<file path="config.mk">
export PLATFORM = sky130hd
export DESIGN_NAME = alu_pipe
export DESIGN_NICKNAME = d
export VERILOG_FILES = /design/src/rtl/alu_pipe_pkg.sv /design/src/rtl/alu_pipe_mul.sv /design/src/rtl/alu_pipe.sv
export SDC_FILE = /design/constraint.sdc
export NUM_CORES = 1
export LEC_CHECK = 0
export CAP_MARGIN = 20
export CORE_MARGIN = 2
export CORE_UTILIZATION = 56
export DETAILED_ROUTE_END_ITERATION = 12
export PLACE_DENSITY_LB_ADDON = 0.1
export SYNTH_ARGS = -nofsm -noshare
export SYNTH_HDL_FRONTEND = slang
export SYNTH_SLANG_ARGS = --single-unit
</file>
<file path="constraint.sdc">
create_clock -name clk -period 7.8 [get_ports clk]
set_input_delay 1.95 -clock clk [delete_from_list [all_inputs] [get_ports clk]]
set_output_delay 1.95 -clock clk [all_outputs]
set_load 0.03 [all_outputs]
</file>
<file path="src/rtl/alu_pipe_pkg.sv">
// Shared opcode classes, FSM state encoding and flag bundle for alu_pipe.
package alu_pipe_pkg;

    localparam logic [3:0] OP_SHIFT = 4'b0000;
    localparam logic [3:0] OP_MUL   = 4'b0100;
    localparam logic [3:0] OP_AND   = 4'b1000;
    localparam logic [3:0] OP_OR    = 4'b1001;
    localparam logic [3:0] OP_XOR   = 4'b1010;
    localparam logic [3:0] OP_NEG   = 4'b1011;
    localparam logic [3:0] OP_ADD   = 4'b1100;
    localparam logic [3:0] OP_ADC   = 4'b1101;
    localparam logic [3:0] OP_SUB   = 4'b1110;
    localparam logic [3:0] OP_SBC   = 4'b1111;

    localparam logic [1:0] SH_LSL = 2'b00;
    localparam logic [1:0] SH_ASR = 2'b01;
    localparam logic [1:0] SH_ROL = 2'b10;
    localparam logic [1:0] SH_ROR = 2'b11;

    typedef enum logic [1:0] {
        IDLE = 2'd0,
        MUL  = 2'd1,
        DONE = 2'd2
    } state_t;

    typedef struct packed {
        logic c;
        logic n;
        logic z;
        logic v;
    } flags_t;

endpackage

</file>
<file path="src/rtl/alu_pipe_mul.sv">
// Unsigned W x W shift-add multiplier: one partial product per cycle, W cycles after start.
// done is high during the final step; prod already includes that step's partial product.
module alu_pipe_mul #(
    parameter int W = 8
) (
    input  logic           clk,
    input  logic           rst,
    input  logic           start,
    input  logic [W-1:0]   a,
    input  logic [W-1:0]   b,
    output logic           done,
    output logic [2*W-1:0] prod
);
    import alu_pipe_pkg::*;

    localparam int CW = $clog2(W + 1);

    logic [CW-1:0]  count_reg;
    logic [2*W-1:0] acc_reg;
    logic [2*W-1:0] mcand_reg;
    logic [W-1:0]   mplier_reg;

    always_ff @(posedge clk or posedge rst) begin
        if (rst) begin
            count_reg  <= '0;
            acc_reg    <= '0;
            mcand_reg  <= '0;
            mplier_reg <= '0;
        end else if (start) begin
            count_reg  <= CW'(W);
            acc_reg    <= '0;
            mcand_reg  <= {{W{1'b0}}, a};
            mplier_reg <= b;
        end else if (count_reg != '0) begin
            count_reg  <= count_reg - CW'(1);
            acc_reg    <= prod;
            mcand_reg  <= mcand_reg << 1;
            mplier_reg <= mplier_reg >> 1;
        end
    end

    assign prod = acc_reg + (mplier_reg[0] ? mcand_reg : '0);
    assign done = (count_reg == CW'(1));

endmodule

</file>
<file path="src/rtl/alu_pipe.sv">
// Handshaked ALU: one-cycle logic/shift/add ops, W-cycle multiply, results held until accepted.
// Define ALU_PIPE_OVF_EN to drive vo with signed overflow; otherwise vo stays 0.
module alu_pipe #(
    parameter int W = 8
) (
    input  logic           clk,
    input  logic           rst,
    input  logic           in_valid,
    output logic           in_ready,
    input  logic [7:0]     op,
    input  logic [W-1:0]   rd,
    input  logic [W-1:0]   rr,
    input  logic           ci,
    output logic           out_valid,
    input  logic           out_ready,
    output logic [2*W-1:0] res,
    output logic           co,
    output logic           no,
    output logic           zo,
    output logic           vo,
    output logic           err
);
    import alu_pipe_pkg::*;

    state_t         state_reg, state_next;
    logic [2*W-1:0] res_reg;
    flags_t         flags_reg;
    logic           err_reg;

    logic [3:0]     cls;
    logic [1:0]     sub;
    logic           unused_op_bits;
    logic           is_mul, sub_path, accept;
    logic           mul_start, mul_done, load_alu, load_mul;
    logic [2*W-1:0] mul_prod;
    flags_t         mul_flags;
    logic [W-1:0]   add_a, add_b;
    logic           add_cin;
    logic [W:0]     sum;
    logic [W-1:0]   alu_res;
    flags_t         alu_flags;
    logic           alu_err;

    assign cls            = op[7:4];
    assign sub            = op[1:0];
    assign unused_op_bits = &op[3:2];
    assign is_mul         = (cls == OP_MUL);

    // Subtraction and negation share the adder as a + ~b + carry-in; borrow is the inverted carry.
    assign sub_path = (cls == OP_SUB) || (cls == OP_SBC) || (cls == OP_NEG);
    assign add_a    = (cls == OP_NEG) ? '0 : rd;
    assign add_b    = (cls == OP_NEG) ? ~rd : (sub_path ? ~rr : rr);

    always_comb begin
        case (cls)
            OP_ADC:         add_cin = ci;
            OP_SUB, OP_NEG: add_cin = 1'b1;
            OP_SBC:         add_cin = ~ci;
            default:        add_cin = 1'b0;
        endcase
    end

    assign sum = {1'b0, add_a} + {1'b0, add_b} + {{W{1'b0}}, add_cin};

    always_comb begin
        alu_res   = '0;
        alu_flags = '0;
        alu_err   = 1'b0;
        case (cls)
            OP_SHIFT: begin
                case (sub)
                    SH_LSL: begin alu_res = {rd[W-2:0], 1'b0};   alu_flags.c = rd[W-1]; end
                    SH_ASR: begin alu_res = {rd[W-1], rd[W-1:1]}; alu_flags.c = rd[0];   end
                    SH_ROL: begin alu_res = {rd[W-2:0], ci};     alu_flags.c = rd[W-1]; end
                    default: begin alu_res = {ci, rd[W-1:1]};    alu_flags.c = rd[0];   end
                endcase
            end
            OP_AND: alu_res = rd & rr;
            OP_OR:  alu_res = rd | rr;
            OP_XOR: alu_res = rd ^ rr;
            OP_NEG: begin
                if (sub == 2'b00) begin
                    alu_res     = sum[W-1:0];
                    alu_flags.c = ~sum[W];
                end else begin
                    alu_err = 1'b1;
                end
            end
            OP_ADD, OP_ADC: begin
                alu_res     = sum[W-1:0];
                alu_flags.c = sum[W];
            end
            OP_SUB, OP_SBC: begin
                alu_res     = sum[W-1:0];
                alu_flags.c = ~sum[W];
            end
            OP_MUL: ;
            default: alu_err = 1'b1;
        endcase
        if (!alu_err) begin
            alu_flags.n = alu_res[W-1];
            alu_flags.z = (alu_res == '0);
        end
`ifdef ALU_PIPE_OVF_EN
        if (!alu_err && ((cls[3:2] == 2'b11) || (cls == OP_NEG)))
            alu_flags.v = (add_a[W-1] == add_b[W-1]) && (sum[W-1] != add_a[W-1]);
        else if ((cls == OP_SHIFT) && !sub[0])
            alu_flags.v = rd[W-1] ^ alu_res[W-1];
`endif
    end

    alu_pipe_mul #(.W(W)) u_mul (
        .clk   (clk),
        .rst   (rst),
        .start (mul_start),
        .a     (rd),
        .b     (rr),
        .done  (mul_done),
        .prod  (mul_prod)
    );

    always_comb begin
        mul_flags   = '0;
        mul_flags.c = mul_prod[2*W-1];
        mul_flags.z = (mul_prod == '0);
    end

    assign in_ready  = (state_reg == IDLE) || ((state_reg == DONE) && out_ready);
    assign accept    = in_valid && in_ready;
    assign out_valid = (state_reg == DONE);

    always_comb begin
        state_next = state_reg;
        mul_start  = 1'b0;
        load_alu   = 1'b0;
        load_mul   = 1'b0;
        case (state_reg)
            IDLE, DONE: begin
                if ((state_reg == DONE) && out_ready)
                    state_next = IDLE;
                if (accept) begin
                    if (is_mul) begin
                        state_next = MUL;
                        mul_start  = 1'b1;
                    end else begin
                        state_next = DONE;
                        load_alu   = 1'b1;
                    end
                end
            end
            MUL: begin
                if (mul_done) begin
                    state_next = DONE;
                    load_mul   = 1'b1;
                end
            end
            default: state_next = IDLE;
        endcase
    end

    // Result registers only load on a completion, so nothing partial is ever presented.
    always_ff @(posedge clk or posedge rst) begin
        if (rst) begin
            state_reg <= IDLE;
            res_reg   <= '0;
            flags_reg <= '0;
            err_reg   <= 1'b0;
        end else begin
            state_reg <= state_next;
            if (load_alu) begin
                res_reg   <= {{W{1'b0}}, alu_res};
                flags_reg <= alu_flags;
                err_reg   <= alu_err;
            end else if (load_mul) begin
                res_reg   <= mul_prod;
                flags_reg <= mul_flags;
                err_reg   <= 1'b0;
            end
        end
    end

    assign res = res_reg;
    assign co  = flags_reg.c;
    assign no  = flags_reg.n;
    assign zo  = flags_reg.z;
    assign vo  = flags_reg.v;
    assign err = err_reg;

endmodule

</file>
# Yosys cells after proc, flatten, opt, wreduce, memory -nomap -nowiden

Index checks and enable logic that the tools add are counted.

Register bits after elaboration: 67
Latch bits: 0
Bits in writable memories: 0
Memory bits (read-only): 0
Bits of input ports: 29
Output and inout port bits: 23
Logic and storage cells: 100
Memories kept: 0

Add/subtract/negate cells: 4
Multiply operators: 0
Div/mod/pow operators: 0
Order comparisons: 0
Equality and inequality tests: 16
Shift operators: 0
Multiplexer cells: 41
Bitwise logic cells: 7
Reductions and logical operators: 21

Operators with widths:

| operator                                            | number |
|---|---|
| two-way mux 16 bit                                  | 7 |
| two-way mux 8 bit                                   | 6 |
| one-hot mux 8 bit (6 select lines)                  | 1 |
| equality test 4 bit, second input constant          | 8 |
| one-hot mux 8 bit (3 select lines)                  | 1 |
| adder 16 bit                                        | 1 |
| zero test 16 bit                                    | 1 |
| two-way mux 4 bit                                   | 4 |
| NOT 8 bit                                           | 2 |
| two-way mux 1 bit                                   | 13 |
| two-way mux 2 bit                                   | 5 |
| OR reduction 2 bit                                  | 5 |
| adder 8 x 8 -> 9 bit                                | 1 |
| adder 9 x 1 -> 9 bit                                | 1 |
| OR reduction 9 bit                                  | 1 |
| AND 8 bit                                           | 1 |
| zero test 8 bit                                     | 1 |
| bitwise OR 8 bit                                    | 1 |
| bitwise XOR 8 bit                                   | 1 |
| equality test 2 x 1 -> 1 bit, second input constant | 2 |
| equality test 2 bit, second input constant          | 2 |
| equality test 4 x 1 -> 1 bit, second input constant | 1 |
| equality test 4 x 3 -> 1 bit, second input constant | 1 |
| zero test 2 bit                                     | 2 |
| 15 further kinds                                    | 20 |

# Depth between registers and ports, before layout

Depth in word-level cells: 12
Depth in mapped cells: 17

# Cells and area by module

A second synthesis with hierarchy kept.

Cell total of the unflattened synthesis: 630
Area total of the unflattened synthesis: 5,247.5 sq um

By module, submodules not included:

| module       | instances | cells each | area each (sq um) |
|---|---|---|---|
| alu_pipe_mul | 1         | 315        | 2,806.4 |
| alu_pipe     | 1         | 315        | 2,441.1 |

# Least setup slack after synthesis

No wires, ideal clock.

Path type: input to register
Start: in op[5]
End: reg flags_reg, in the netlist zo
Setup time: 0.076 ns
Arrival: 4.878 ns
Data required time: 7.724 ns
Slack: 2.846 ns
Stages: 14
Path buffers: 1
Path through: clkbuf_1 > nand3_1 > xnor2_1 > a21oi_1 > fa_1 > fa_1 > nor2b_1 > o21a_1 > nor2_1 > xnor2_1 > a2111oi_0 > and4_1 > a22oi_1 > o21ai_1

Longest elaborated chain between the ends: 12

Ends and longest elaborated chain:

| element                            | RTL line                                       | source |
|---|---|---|
| start, declared                    | alu_pipe.sv:10                                 | `input logic [7:0] op,` |
| equality test 4 bit                | alu_pipe.sv:50, alu_pipe.sv:55, alu_pipe.sv:69 |  |
| logical OR 1 bit (2 in series)     | alu_pipe.sv:50                                 | `assign sub_path = (cls == OP_SUB) \|\| (cls == OP_SBC) \|\| (cls == OP_NEG);` |
| two-way mux 8 bit (2 in series)    | alu_pipe.sv:52                                 | `assign add_b = (cls == OP_NEG) ? ~rd : (sub_path ? ~rr : rr);` |
| adder 8 x 8 -> 9 bit               | alu_pipe.sv:63                                 | `assign sum = {1'b0, add_a} + {1'b0, add_b} + {{W{1'b0}}, add_cin};` |
| adder 9 x 1 -> 9 bit               | alu_pipe.sv:63                                 |  |
| two-way mux 8 bit                  | alu_pipe.sv:82                                 | `if (sub == 2'b00) begin` |
| one-hot mux 8 bit (6 select lines) | alu_pipe.sv:69                                 | `case (cls)` |
| zero test 8 bit                    | alu_pipe.sv:102                                | `alu_flags.z = (alu_res == '0);` |
| two-way mux 2 bit                  | alu_pipe.sv:100                                | `if (!alu_err) begin` |
| two-way mux 4 bit                  | alu_pipe.sv:170                                | `if (load_alu) begin` |
| end signal, assigned               | alu_pipe.sv:172                                | `flags_reg <= alu_flags;` |
| end signal, assigned               | alu_pipe.sv:176                                | `flags_reg <= mul_flags;` |
| end, declared                      | alu_pipe.sv:27                                 | `flags_t flags_reg;` |

Parallel ways exist; a longest one is shown, timed or not.
A chain may end at the register's enable or synchronous reset.

# Final worst setup path

Start: in op[5]
End: reg flags_reg, in the netlist co

Longest elaborated chain between the ends: 11

Ends and longest elaborated chain:

| element                            | RTL line |
|---|---|
| equality test 4 bit                | alu_pipe.sv:50, alu_pipe.sv:55, alu_pipe.sv:69 |
| logical OR 1 bit (2 in series)     | alu_pipe.sv:50 |
| two-way mux 8 bit (2 in series)    | alu_pipe.sv:52 |
| adder 8 x 8 -> 9 bit               | alu_pipe.sv:63 |
| adder 9 x 1 -> 9 bit               | alu_pipe.sv:63 |
| NOT 1 bit                          | alu_pipe.sv:84, alu_pipe.sv:95 |
| two-way mux 1 bit                  | alu_pipe.sv:82 |
| one-hot mux 1 bit (4 select lines) | alu_pipe.sv:69 |
| two-way mux 4 bit                  | alu_pipe.sv:170 |

Parallel ways exist; a longest one is shown, timed or not.

==> qor.yml <==
wirelength_mm: 13.0
drt-vias-per-instance: 6.04
final_cells: 762
num_vias: 4602
die_area_mm2: 0.00967
dp.cells: 746
finalCriticalPeriod_ns: 5.93
avgSynthCellArea_um2: 8.12
tns_ns: 0
post-place-ws_ns: 1.66
required_ns: 8.03
dpl_cell_area_mm2: 0.00553
worstReg2RegStart: "u_mul.mplier_reg[0]"
drv_cap: 0
wire_per_inst_um: 17.0
clk_latency_ns: 0.36
die_w_um: 98.3
coreArea_mm2: 0.00868
peakVddDrop_mv: 0.136
final_util_pct: 65.9
max_slew.worst_pin.slew_ns: 1.01
path_max_fanout: 17
cts_inserted_buffers: 9
ys_top_cells_by_area: "dfrtp_1 33%, ha_1 10%, nand2_1 6.6%"
rsz0062_at_grt: "no"
ys.flop_type: "dfrtp_1"
gr-total-overflow: 0
grt_max_degree: 67
synth.top_cell.area_share_pct: 33.1
antennaDiodeCount: 0
detail-route-antenna-nets: 0
async_reset_ff_share_pct: 100
drc: 0
cts.hold.buffers_added: 0
netlist_instances: 614
clock_path_buffers: 2
synth_seq_cells: 66
synth-edff-count: 0
fin_ws_ns: 1.87
clkTransAtPathRegs_ns: 0.09
grtUsageTotal_pct: 27.5
hpwl_mm: 9.58
cts_sinks: 66
final_area_mm2: 0.00572
startpoint: "op[5]"
clockRootBuffer: "clkbuf_8"
initial_core_util_pct: 57.4
drv_slew: 0
synth_area_leader_cell: "dfrtp_1"
syn_nets: 687
skew_ns: 0.0176
cpPeakStageDelay_ns: 0.87
cts_max_level: 3
crit_arrival_ns: 6.16
p_leak_uw: 0.00256
synthTopCellsByCount: "87 x nand2_1, 66 x dfrtp_1, 62 x nor2_1"
drt-initial-drc-count: 214
cp_top_family: "compound AO/OA/AOI/OAI gates"
antenna_found_initial: 0
synth_warnings: 0
seq_area_frac_synth_pct: 33.1
hold_path_class: "reg2reg"
port-buffer-count: 48
cp-start-kind: "input port"
setup_violations: 0
grt_pass1_wl_mm: 21.7
fmax_mhz: 169
power.density_mw_per_mm2: 254
first_pass_iters: 6
critical_path_buf_inv_count: 1
slowest_stage: "clkdlybuf4s50_1"
first_global_vias: 4486
min_from: "res[12]"
post-route-period-util_pct: 76.1
area_delta_synth_final_pct: 14.8
die_h_um: 98.3
crit_path_end_kind: "register"
synth.distinct_cells: 62
ctsResizeCount: 0
postCtsSetupRepairBufs: 0
yosysMostFrequentCell: "nand2_1"
rows: 34
routabilityCongestion: 0.954
outcome: "completed"
boundaryPins: 52
cp_cell_sequence: "clkdlybuf4s50_1 -> nand3_1 -> xnor2_1 -> a21oi_1 -> fa_1 -> fa_1 -> nor2b_1 -> o21a_1 -> o31ai_1 -> a21oi_1 -> xor2_1 -> and3_1 -> o21ai_0 -> o21ai_0"
layout.nets: 722
path_class: "in2reg"
cts_tree: "built"
synthesis.area_mm2: 0.00498
relSlewSlack_pct: 32.7
drive_gt1_share_pct: 5.20
finalHoldViolations: 0
layer usage:
metal,up-vias,track usage [%],routed length [µm]
met1,2197,35.3,5500
met4,0,9.38,327
met5,-,0,0
li1,2229,-,-
met2,152,47.5,6530
met3,24,3.87,626
worst register-to-register path, cell delays in order, from the launching register on:
cell,delay [ns]
dfrtp_1,0.54
and2_1,0.22
ha_1,0.21
fa_1,0.45
a211oi_2,0.24
o21ai_1,0.14
a31o_2,0.30
o41ai_1,0.37
xor2_1,0.36
or4b_1,0.48
o21ai_1,0.12
cell type report:
cell class,instances,area (µm²)
flip-flops and latches,66,1650
inverters,27,101
fillers,734,2960
clock inverters,7,70.1
multi-input cells,491,3110
repair buffers,54,526
clock buffers,9,124
well taps,108,135
kinds of logic after synthesis:
group | count (synthesis) | share of synthesized area [%]
xor+xnor | 24 | 4.37
simple gates | 236 | 22.4
other cells | 1 | 0.0752
compound gates | 177 | 22.3
buf+inv | 57 | 4.39
flops | 66 | 33.1
fa+ha+maj | 44 | 11.5
mux | 9 | 1.81
placed cells by master, fill, tap and decap left out, types with 5 or more instances in the layout:
cell and n:
a211oi_1 14, a21oi_1 50, a22oi_1 6, a31oi_1 15, and2_1 27, buf_4 6
clkbuf_8 9, clkdlybuf4s50_1 48, dfrtp_1 66, ha_1 41, inv_1 26, mux2i_1 9
nand2_1 87, nand2b_1 7, nand3_1 7, nor2_1 62, nor2b_1 10, nor3_1 9
o21a_1 6, o21ai_0 42, o22ai_1 5, xnor2_1 19
path summary, 6_finish.rpt:
kind,to,slack (ns),cells past startpoint
max,co,1.87,14
min,res[12],0.48,2
max reg2reg,zo,4.30,10
min reg2reg,res[12],0.48,2
max in group asynchronous,u_mul.acc_reg[5],5.08,3
min in group asynchronous,res[9],2.14,3
stage by stage:
stage                     hold slack [ns]  total power (µW)
after floorplan                     0.469               970
after global placement              0.462              1140
after detailed placement            0.469              1170
after CTS                           0.489              1460
after global routing                0.535              1560
final                               0.483              1460
power by group:
part / switching (µW) / internal [µW]
Sequential: 72.6 / 441
Combinational: 392 / 259
Clock: 144 / 147
Power figures use the tool's default switching activity.
